## config.mk

```make
export PLATFORM = sky130hd
export DESIGN_NAME = viterbi_acs_pmu_flat
export DESIGN_NICKNAME = d
export VERILOG_FILES = /design/src/rtl/viterbi_acs_pmu_if.sv /design/src/rtl/viterbi_acs_pmu.sv /design/src/flat_wrapper.sv
export SDC_FILE = /design/constraint.sdc
export NUM_CORES = 1
export LEC_CHECK = 0
export ABC_AREA = 1
export BUFFER_PORTS_ARGS = -buffer_cell sky130_fd_sc_hd__buf_2
export CAP_MARGIN = 20
export CELL_PAD_IN_SITES_DETAIL_PLACEMENT = 0
export CELL_PAD_IN_SITES_GLOBAL_PLACEMENT = 1
export CORE_ASPECT_RATIO = 0.6
export CORE_MARGIN = 2
export CORE_UTILIZATION = 35
export DETAILED_ROUTE_END_ITERATION = 12
export GPL_ROUTABILITY_DRIVEN = 0
export HOLD_SLACK_MARGIN = 0.06
export PLACE_DENSITY_LB_ADDON = 0.1
export SLEW_MARGIN = 20
export SYNTH_ARGS = -nofsm -noshare
export SYNTH_HDL_FRONTEND = slang
export SYNTH_SLANG_ARGS = --single-unit
```

## constraint.sdc

```tcl
create_clock -name clk -period 9 [get_ports clk]
set_input_delay 0.9 -clock clk [delete_from_list [all_inputs] [get_ports clk]]
set_output_delay 0.9 -clock clk [all_outputs]
set_load 0.005 [all_outputs]
```

## src/rtl/viterbi_acs_pmu_if.sv

```systemverilog
// Port bundle for the K=3 Viterbi add-compare-select / path-metric unit.
// The branch-metric stage drives the master side; the ACS unit is the slave.
interface viterbi_acs_pmu_if #(
  parameter int PM_W  = 8,
  parameter int CNT_W = 16
);
  logic             start;
  logic             in_valid;
  logic [1:0]       bm_00;
  logic [1:0]       bm_01;
  logic [1:0]       bm_10;
  logic [1:0]       bm_11;
  logic             dec_valid;
  logic [3:0]       dec;
  logic [PM_W-1:0]  pm0;
  logic [PM_W-1:0]  pm1;
  logic [PM_W-1:0]  pm2;
  logic [PM_W-1:0]  pm3;
  logic [1:0]       best_state;
  logic [PM_W-1:0]  best_metric;
  logic [CNT_W-1:0] sym_cnt;

  modport master (
    output start, in_valid, bm_00, bm_01, bm_10, bm_11,
    input  dec_valid, dec, pm0, pm1, pm2, pm3, best_state, best_metric, sym_cnt
  );

  modport slave (
    input  start, in_valid, bm_00, bm_01, bm_10, bm_11,
    output dec_valid, dec, pm0, pm1, pm2, pm3, best_state, best_metric, sym_cnt
  );
endinterface

```

## src/rtl/viterbi_acs_pmu.sv

```systemverilog
// Add-compare-select and path-metric unit for the rate-1/2, K=3 (4-state)
// Viterbi decoder: one trellis step per valid symbol, survivor bits out.
module viterbi_acs_pmu #(
  parameter int PM_W    = 8,
  parameter int INIT_PM = 16,
  parameter int CNT_W   = 16
) (
  input logic              clk,
  input logic              rst_n,
  viterbi_acs_pmu_if.slave bus
);

  localparam logic [PM_W-1:0] INIT_V   = PM_W'(INIT_PM);
  localparam logic [PM_W-1:0] MSB_MASK = {1'b1, {(PM_W-1){1'b0}}};

  function automatic logic [1:0] bm_f(input logic [1:0] code,
                                      input logic [1:0] b00, input logic [1:0] b01,
                                      input logic [1:0] b10, input logic [1:0] b11);
    case (code)
      2'b00:   bm_f = b00;
      2'b01:   bm_f = b01;
      2'b10:   bm_f = b10;
      2'b11:   bm_f = b11;
      default: bm_f = 2'b00;
    endcase
  endfunction

  logic [PM_W-1:0]  pm_q [4];
  logic [PM_W-1:0]  pm_d [4];
  logic [PM_W-1:0]  pm_src_s [4];
  logic [PM_W-1:0]  raw_s [4];
  logic [PM_W:0]    cand0_s [4];
  logic [PM_W:0]    cand1_s [4];
  logic [1:0]       code0_s [4];
  logic [3:0]       msb_s;
  logic             norm_s;
  logic [3:0]       dec_d;
  logic [3:0]       dec_q;
  logic             dec_valid_q;
  logic [1:0]       best_state_d;
  logic [1:0]       best_state_q;
  logic [PM_W-1:0]  best_metric_d;
  logic [PM_W-1:0]  best_metric_q;
  logic [CNT_W-1:0] sym_cnt_q;

  // Predecessor metrics: a start in the same cycle as a symbol uses the frame-initial metrics.
  always_comb begin
    for (int i = 0; i < 4; i++) begin
      if (bus.start) begin
        pm_src_s[i] = (i == 0) ? {PM_W{1'b0}} : INIT_V;
      end else begin
        pm_src_s[i] = pm_q[i];
      end
    end
  end

  // Butterfly per next state ns: predecessors {ns[0],0} and {ns[0],1}; the p1 code is the inverse of the p0 code.
  always_comb begin
    for (int ns = 0; ns < 4; ns++) begin
      code0_s[ns] = {ns[1] ^ ns[0], ns[1]};
      cand0_s[ns] = {1'b0, pm_src_s[{ns[0], 1'b0}]} +
                    {{(PM_W-1){1'b0}}, bm_f(code0_s[ns], bus.bm_00, bus.bm_01, bus.bm_10, bus.bm_11)};
      cand1_s[ns] = {1'b0, pm_src_s[{ns[0], 1'b1}]} +
                    {{(PM_W-1){1'b0}}, bm_f(~code0_s[ns], bus.bm_00, bus.bm_01, bus.bm_10, bus.bm_11)};
      dec_d[ns]   = (cand1_s[ns] < cand0_s[ns]);
      raw_s[ns]   = dec_d[ns] ? cand1_s[ns][PM_W-1:0] : cand0_s[ns][PM_W-1:0];
      msb_s[ns]   = raw_s[ns][PM_W-1];
    end
  end

  // Normalisation: metrics stay within a small spread, so dropping a common MSB is lossless.
  always_comb begin
    norm_s = &msb_s;
    for (int i = 0; i < 4; i++) begin
      if (norm_s) begin
        pm_d[i] = raw_s[i] & ~MSB_MASK;
      end else begin
        pm_d[i] = raw_s[i];
      end
    end
  end

  // Minimum search over the new metrics; strict compare keeps the lowest index on ties.
  always_comb begin
    best_state_d  = 2'd0;
    best_metric_d = pm_d[0];
    for (int i = 1; i < 4; i++) begin
      if (pm_d[i] < best_metric_d) begin
        best_state_d  = 2'(i);
        best_metric_d = pm_d[i];
      end else begin
        best_state_d  = best_state_d;
        best_metric_d = best_metric_d;
      end
    end
  end

  // State registers: symbol update, frame restart, or hold with dec_valid dropped.
  always_ff @(posedge clk or negedge rst_n) begin
    if (!rst_n) begin
      for (int i = 0; i < 4; i++) begin
        pm_q[i] <= (i == 0) ? {PM_W{1'b0}} : INIT_V;
      end
      dec_q         <= 4'b0000;
      dec_valid_q   <= 1'b0;
      best_state_q  <= 2'd0;
      best_metric_q <= {PM_W{1'b0}};
      sym_cnt_q     <= {CNT_W{1'b0}};
    end else if (bus.in_valid) begin
      for (int i = 0; i < 4; i++) begin
        pm_q[i] <= pm_d[i];
      end
      dec_q         <= dec_d;
      dec_valid_q   <= 1'b1;
      best_state_q  <= best_state_d;
      best_metric_q <= best_metric_d;
      sym_cnt_q     <= bus.start ? CNT_W'(1) : sym_cnt_q + CNT_W'(1);
    end else if (bus.start) begin
      for (int i = 0; i < 4; i++) begin
        pm_q[i] <= (i == 0) ? {PM_W{1'b0}} : INIT_V;
      end
      dec_q         <= 4'b0000;
      dec_valid_q   <= 1'b0;
      best_state_q  <= 2'd0;
      best_metric_q <= {PM_W{1'b0}};
      sym_cnt_q     <= {CNT_W{1'b0}};
    end else begin
      dec_valid_q   <= 1'b0;
    end
  end

  assign bus.pm0         = pm_q[0];
  assign bus.pm1         = pm_q[1];
  assign bus.pm2         = pm_q[2];
  assign bus.pm3         = pm_q[3];
  assign bus.dec         = dec_q;
  assign bus.dec_valid   = dec_valid_q;
  assign bus.best_state  = best_state_q;
  assign bus.best_metric = best_metric_q;
  assign bus.sym_cnt     = sym_cnt_q;

endmodule

```

## src/flat_wrapper.sv

```systemverilog
// flat-port wrapper written by rule: the top's interface ports become plain ports
module viterbi_acs_pmu_flat 
#(
  parameter int PM_W    = 8,
  parameter int INIT_PM = 16,
  parameter int CNT_W   = 16
)
  (clk, rst_n, bus_start, bus_in_valid, bus_bm_00, bus_bm_01, bus_bm_10, bus_bm_11, bus_dec_valid, bus_dec, bus_pm0, bus_pm1, bus_pm2, bus_pm3, bus_best_state, bus_best_metric, bus_sym_cnt);
  viterbi_acs_pmu_if #(.PM_W(PM_W), .CNT_W(CNT_W)) bus_i ();
  input logic clk;
  input logic rst_n;
  input wire logic [$bits(bus_i.start)-1:0] bus_start;
  input wire logic [$bits(bus_i.in_valid)-1:0] bus_in_valid;
  input wire logic [$bits(bus_i.bm_00)-1:0] bus_bm_00;
  input wire logic [$bits(bus_i.bm_01)-1:0] bus_bm_01;
  input wire logic [$bits(bus_i.bm_10)-1:0] bus_bm_10;
  input wire logic [$bits(bus_i.bm_11)-1:0] bus_bm_11;
  output wire logic [$bits(bus_i.dec_valid)-1:0] bus_dec_valid;
  output wire logic [$bits(bus_i.dec)-1:0] bus_dec;
  output wire logic [$bits(bus_i.pm0)-1:0] bus_pm0;
  output wire logic [$bits(bus_i.pm1)-1:0] bus_pm1;
  output wire logic [$bits(bus_i.pm2)-1:0] bus_pm2;
  output wire logic [$bits(bus_i.pm3)-1:0] bus_pm3;
  output wire logic [$bits(bus_i.best_state)-1:0] bus_best_state;
  output wire logic [$bits(bus_i.best_metric)-1:0] bus_best_metric;
  output wire logic [$bits(bus_i.sym_cnt)-1:0] bus_sym_cnt;
  assign bus_i.start = bus_start;
  assign bus_i.in_valid = bus_in_valid;
  assign bus_i.bm_00 = bus_bm_00;
  assign bus_i.bm_01 = bus_bm_01;
  assign bus_i.bm_10 = bus_bm_10;
  assign bus_i.bm_11 = bus_bm_11;
  assign bus_dec_valid = bus_i.dec_valid;
  assign bus_dec = bus_i.dec;
  assign bus_pm0 = bus_i.pm0;
  assign bus_pm1 = bus_i.pm1;
  assign bus_pm2 = bus_i.pm2;
  assign bus_pm3 = bus_i.pm3;
  assign bus_best_state = bus_i.best_state;
  assign bus_best_metric = bus_i.best_metric;
  assign bus_sym_cnt = bus_i.sym_cnt;
  viterbi_acs_pmu #(.PM_W(PM_W), .INIT_PM(INIT_PM), .CNT_W(CNT_W)) u_core (.clk(clk), .rst_n(rst_n), .bus(bus_i));
endmodule
```

==> reports/metrics.csv, run 1 <==
metric;value;unit
cts_made_buffers;9;
setup_viol;0;
postCtsSetupBuffers;0;
clkSlewWorstSetupHoldPaths;60;ps
r2r-start;u_core.bus.pm2[0]$_DFFE_PN0P_;
via_count;5709;
finalHoldViolCount;0;
viasPerCell;4.810;
arrival;8490;ps
fin_nets;1034;
r2r_slack;1250;ps
postSynthAreaPerCell;6.819;um^2
boundaryPins;75;
cp-start-kind;input port;
hp-start;u_core.bus.best_metric[6]$_DFFE_PN0P_;
worstMarginPinSlew;1042;ps
routedWlPerCell;16.08;um
worstSkewPairLatency;340;ps
n_antenna_cell;0;
drc_errors;0;
crit_required;9280;ps
rsz0062_at_grt;false;
ant_nets;0;
syn_inst;875;
yosysTopAreaCell;dfrtp_1;
grt_max_degree;64;
die_y;105.1;um
fin_setup_tns;0;ps
die_x;172.6;um
synth.area.top_cells;dfrtp_1 (25%), ha_1 (14%), nand2_1 (14%);
start_util;0.3629;
max_cap_violations;0;
synthMostInstantiatedCell;nand2_1;
cts_tree;yes;
clk_path_buf_depth;2;
synth.distinct_cells;40;
yosysWarnings;0;
hpwlAfterDp;15.03;mm
fp-row-count;36;
crit_type;input port to flip-flop;
multiInputGateArea;3754;um^2
crit_fanout;17;
grt_pass1_vias;5327;
cts_hold_buf;0;
routed_wl;19.09;mm
cts-root-buf;clkbuf_16;
grt-ovfl-total;0;
grt_usage;0.2183;
synth_top_area_frac;0.2516;
fp.dieArea;18140;um^2
synth_edf_count;0;
grt_pass1_wl;30.60;mm
max_stage_delay;540;ps
critPathLaunch;bus_start;
drive_gt1_frac;0.1512;
slew_violations;0;
drt_iter0_drc;511;
finClkSkew;6.145;ps
synth-seq-cells;63;
async_flop_share;1.000;
hold_class;flip-flop to flip-flop;
pre_cts_slack;434.2;ps
end_kind;flip-flop;
fin_crit;8214;ps
slew_headroom;0.3047;
antenna_found_initial;0;
cp_slowest_cell;o21ai_0;
fmax;121.7;MHz
synth_ff_type;dfrtp_1;
synth_nets;955;
synth_seq_area_share;0.2648;
synthToLayoutAreaGrowth;16.25;%
synth_common_cells;nand2_1 (217), inv_1 (140), o21ai_0 (69), ha_1 (68), nor2_1 (64);
fillers;1774;
io_buffers;74;
netlist_area;5967;um^2
coreArea;16440;um^2
period_share;0.9126;
cts.sinks;63;
status;complete, no violations;
htreeDepth;3;
drtPass1Iterations;6;
register_area;1580;um^2
worst_slack;786.3;ps
==> registers in the layout, summed over array words and instances (netlist names) <==
signal                  cells
u_core.bus.best_state       2
u_core.bus.pm1              8
u_core.bus.pm3              8
u_core.bus.best_metric      8
u_core.bus.pm2              8
u_core.bus.dec_valid        1
u_core.bus.sym_cnt         16
u_core.bus.dec              4
u_core.bus.pm0              8
==> metrics by stage <==
step	util	instances	hold WS (ps)	area, um^2
4_1_cts	0.4212	1187	477.7	6924
5_1_grt	0.4219	1187	482.7	6937
3_3_place_gp	0.4030	1171	465.9	6626
2_1_floorplan	-	875	472.4	5967
3_5_place_dp	0.4030	1171	460.4	6626
6_report	0.4219	1187	472.1	6937
==> area by class of cell <==
| class | count | share of cell area |
|---|---|---|
| multi-input cells | 649 | 0.5411 |
| repair buffers | 88 | 0.06854 |
| clock inverters | 7 | 0.01046 |
| flip-flops and latches | 63 | 0.2278 |
| well taps | 228 | 0.04113 |
| clock buffers | 9 | 0.03247 |
| inverters | 143 | 0.07846 |
==> worst max-delay path: cells and delay by family <==
kind,cells,cell delay [ps]
and+or+nand+nor,18,2660
AOI/OAI and AO/OA,8,2650
adders and majority gates,5,1520
buffers and inverters,4,540
xor gates and xnor gates,1,190
==> cell usage in the layout, fill, tap and decap left out, types with 2 or more instances in the layout <==
cell / instances
nand2_1: 217
inv_1: 140
buf_2: 74
o21ai_0: 69
ha_1: 68
nor2_1: 64
dfrtp_1: 60
nand3_1: 53
xor2_1: 36
a21oi_1: 32
nand2_2: 23
nor3_1: 22
o22ai_1: 18
buf_4: 14
clkbuf_16: 9
nand4_1: 7
xnor2_1: 6
nor2_2: 3
o21a_1: 3
a31oi_1: 3
nand3b_1: 3
a211oi_1: 3
nand2_4: 3
dfstp_2: 3
o31ai_1: 2
o211ai_1: 2
nand3_4: 2
clkinv_1: 2
clkinvlp_4: 2
clkinv_2: 2
==> path summary, 6_finish.rpt <==
kind,end,cells past startpoint
min in group asynchronous,u_core.bus.best_metric[3]$_DFFE_PN0P_,2
hold reg to reg,u_core.bus.best_metric[6]$_DFFE_PN0P_,2
hold / removal,u_core.bus.best_metric[6]$_DFFE_PN0P_,2
setup / recovery,u_core.bus.best_metric[7]$_DFFE_PN0P_,36
max in group asynchronous,u_core.bus.pm1[0]$_DFFE_PN0P_,2
setup reg to reg,u_core.bus.best_metric[7]$_DFFE_PN0P_,36
==> per-layer routing <==
metal,GRT usage,vias to the layer above,routed length (um)
li1,-,2988,-
met1,0.3726,2545,11210
met2,0.2671,164,6609
met3,0.04258,12,1150
met4,0.03602,0,117
met5,0,-,0
==> what timing repair did <==
action                     in CTS  in global routing
hold endpoints to repair        0                  0
setup endpoints to repair       0                 10
resized for setup               0                  2
==> kinds of logic (layout without fill, tap and decap cells) <==
kind of cell               after synthesis  after routing  synth area share
buffers and inverters                  163            247            0.1082
adders and majority gates               68             68            0.1426
DFF                                     63             63            0.2648
xor gates and xnor gates                42             42           0.06165
AOI/OAI and AO/OA                      137            137            0.1271
and+or+nand+nor                        402            402            0.2957
Power of run 1 is left out: the tool's default activity adds up to more than one toggle a clock period on the data nets, which glitch-free logic cannot reach.
==> run 2, diff against run 1 <==
ABC_AREA = not set   (was 1)
ABC_CLOCK_PERIOD_IN_PS = 9000   (was not set)
CORE_UTILIZATION = 45   (was 35)
==> run 2 against run 1 <==
Compared with the run above:
- clock skew up 3.6 ps
- sequential cell count unchanged
- synthesized cell count down 14%
- count of clock-buffer cells in the layout unchanged
- critical path depth up 8
- via count up 7.1%
- critical endpoint is now u_core.bus.best_metric[0]$_DFFE_PN0P_
==> reports/metrics.csv, run 2 <==
metric;value;unit;change
synth.distinct_cells;65;;+63%
cts.sinks;63;;unchanged
drt_iter0_drc;437;;-14%
synth_common_cells;nor2_1 (92), nand2_1 (76), ha_1 (68), dfrtp_1 (60), a21oi_1 (55);;
largest_reg_flops;16;;unchanged
setup_viol;0;;unchanged
via_count;6113;;+7.1%
synth_seq_area_share;0.2573;;-0.007553
worstMarginPinSlew;887.4;ps;-154.4 ps
boundaryPins;75;;unchanged
fin_cells;1051;;-11%
cp_slowest_cell;a211o_1;;
n_antenna_cell;0;;unchanged
final_common_cell;nor2_1;;
yosysWarnings;0;;unchanged
grt_max_degree;64;;unchanged
register_area;1580;um^2;unchanged
end_kind;flip-flop;;
ant_nets;0;;unchanged
status;complete, no violations;;
synth_ff_type;dfrtp_1;;
synth_top_area_frac;0.2444;;-0.007176
postSynthAreaPerCell;8.146;um^2;+19%
grt_usage;0.2902;;+0.07185
viasPerCell;5.816;;+21%
fin_nets;951;;-8.0%
cts_tree;yes;;
hpwlAfterDp;16.47;mm;+9.6%
die_x;154.8;um;-10%
fin_setup_tns;0;ps;unchanged
r2r-start;u_core.bus.pm1[1]$_DFFE_PN0P_;;
max_cap_violations;0;;unchanged
grt_pass1_wl;32.11;mm;+4.9%
critPathLaunch;bus_start;;
arrival;8910;ps;+420 ps
max_stage_delay;350;ps;-190 ps
routed_wl;21.26;mm;+11%
cts_made_buffers;9;;unchanged
cts-root-buf;clkbuf_16;;
antenna_found_initial;0;;unchanged
clk_path_buf_depth;2;;unchanged
period_share;0.9683;;+0.05568
grt_pass1_vias;5696;;+6.9%
final_cell_mix;nor2_1 (90), nand2_1 (75), buf_2 (74), ha_1 (66), dfrtp_1 (60);;
async_flop_share;1.000;;unchanged
dp_cells;1023;;-13%
synthMostInstantiatedCell;nor2_1;;
crit_fanout;5;;-12
cp_num_buf_inv;6;;+2
hold_class;flip-flop to flip-flop;;
hp-start;u_core.bus.dec[3]$_DFFE_PN0P_;;
crit_required;9200;ps;-80 ps
synth-seq-cells;63;;unchanged
reg2reg_depth;41;;+14%
slew_headroom;0.4084;;+0.1037
fp.dieArea;14630;um^2;-19%
holdPathEnd;u_core.bus.dec[3]$_DFFE_PN0P_;;
fmax;114.7;MHz;-5.8%
io_buffers;74;;unchanged
finalHoldViolCount;0;;unchanged
crit_family;compound AO/OA/AOI/OAI gates;;
fp-row-count;33;;-8.3%
min_path_cells;2;;unchanged
routedWlPerCell;20.23;um;+26%
synth_edf_count;0;;unchanged
final_util;0.5621;;+0.1402
syn_inst;754;;-14%
synth_nets;834;;-13%
die_y;94.50;um;-10%
drtPass1Iterations;5;;-1
multiInputGateArea;4427;um^2;+18%
fillers;1250;;-30%
netlist_area;6142;um^2;+2.9%
clkSlewWorstSetupHoldPaths;60;ps;about the same
synth.area.top_cells;dfrtp_1 (24%), ha_1 (14%), nor2_1 (5.6%);;
slew_violations;0;;unchanged
yosysTopAreaCell;dfrtp_1;;
fin_crit;8715;ps;+501.2 ps
start_util;0.4549;;+0.09198
crit_type;input port to flip-flop;;
drive_gt1_frac;0.2591;;+0.1079
grt-ovfl-total;0;;unchanged
worstSkewPairLatency;340;ps;about the same
finClkSkew;9.742;ps;+3.598 ps
synthToLayoutAreaGrowth;23.57;%;
worstReg2RegEnd;u_core.bus.best_metric[0]$_DFFE_PN0P_;;
htreeDepth;3;;unchanged
drc_errors;0;;unchanged
coreArea;13500;um^2;-18%
r2r_slack;730;ps;-520 ps
cp-start-kind;input port;;
run 2: what timing repair did:
item,in CTS,in global routing
setup endpoints to repair,0,10
hold buffers,0,0
resized for setup,0,37
buffers inserted,0,11
run 2: worst max-delay path by stage:
stage	end	slack [ps]	cells after the start
after detailed placement	u_core.bus.best_metric[4]$_DFFE_PN0P_	-230	44
after global routing	u_core.bus.best_metric[4]$_DFFE_PN0P_	-140	45
after floorplan	u_core.bus.best_metric[3]$_DFFE_PN0P_	10	49
after global placement	u_core.bus.best_metric[2]$_DFFE_PN0P_	-80	44
final	u_core.bus.best_metric[0]$_DFFE_PN0P_	290	44
after CTS	u_core.bus.best_metric[4]$_DFFE_PN0P_	60	44
run 2: cells by family (layout without fill, tap and decap cells):
kind of cell / count (synthesis) / after routing / synth area share
simple gates: 264 / 264 / 0.1960
compound gates: 182 / 183 / 0.2005
buf+inv: 80 / 201 / 0.05317
fa+ha+maj: 74 / 74 / 0.1491
flops: 63 / 63 / 0.2573
xor+xnor: 59 / 59 / 0.08413
mux: 32 / 32 / 0.05989
run 2: final cells by class:
type	instances	share of cell area
clock buffer	9	0.02967
sequential	63	0.2082
clock inverter	7	0.01352
tap	175	0.02885
multi-input combinational	612	0.5833
timing repair buffer	135	0.1113
inverter	50	0.02522
run 2: layer usage:
| metal | global-route usage | vias up | wire, um |
|---|---|---|---|
| met5 | 0 | - | 0 |
| met3 | 0.1023 | 21 | 1977 |
| li1 | - | 2897 | - |
| met1 | 0.4498 | 2962 | 11060 |
| met2 | 0.3843 | 233 | 8023 |
| met4 | 0.04012 | 0 | 201 |
run 2: through the flow:
step	hold slack, ps	worst slack [ps]	cell area [um^2]
global route	509.1	-144.3	7590
CTS	487.5	63.48	7353
floorplan	473.3	14.96	6211
detailed placement	474.8	-235.0	7025
global placement	468.4	-84.94	7025
finish	485.9	285.1	7590
run 2: worst min-delay path, stage by stage (launching register included):
cell and delay, ps:
dfrtp_1 340, nand2_1 50, o21ai_0 60
Power of run 2 is left out for the same reason.
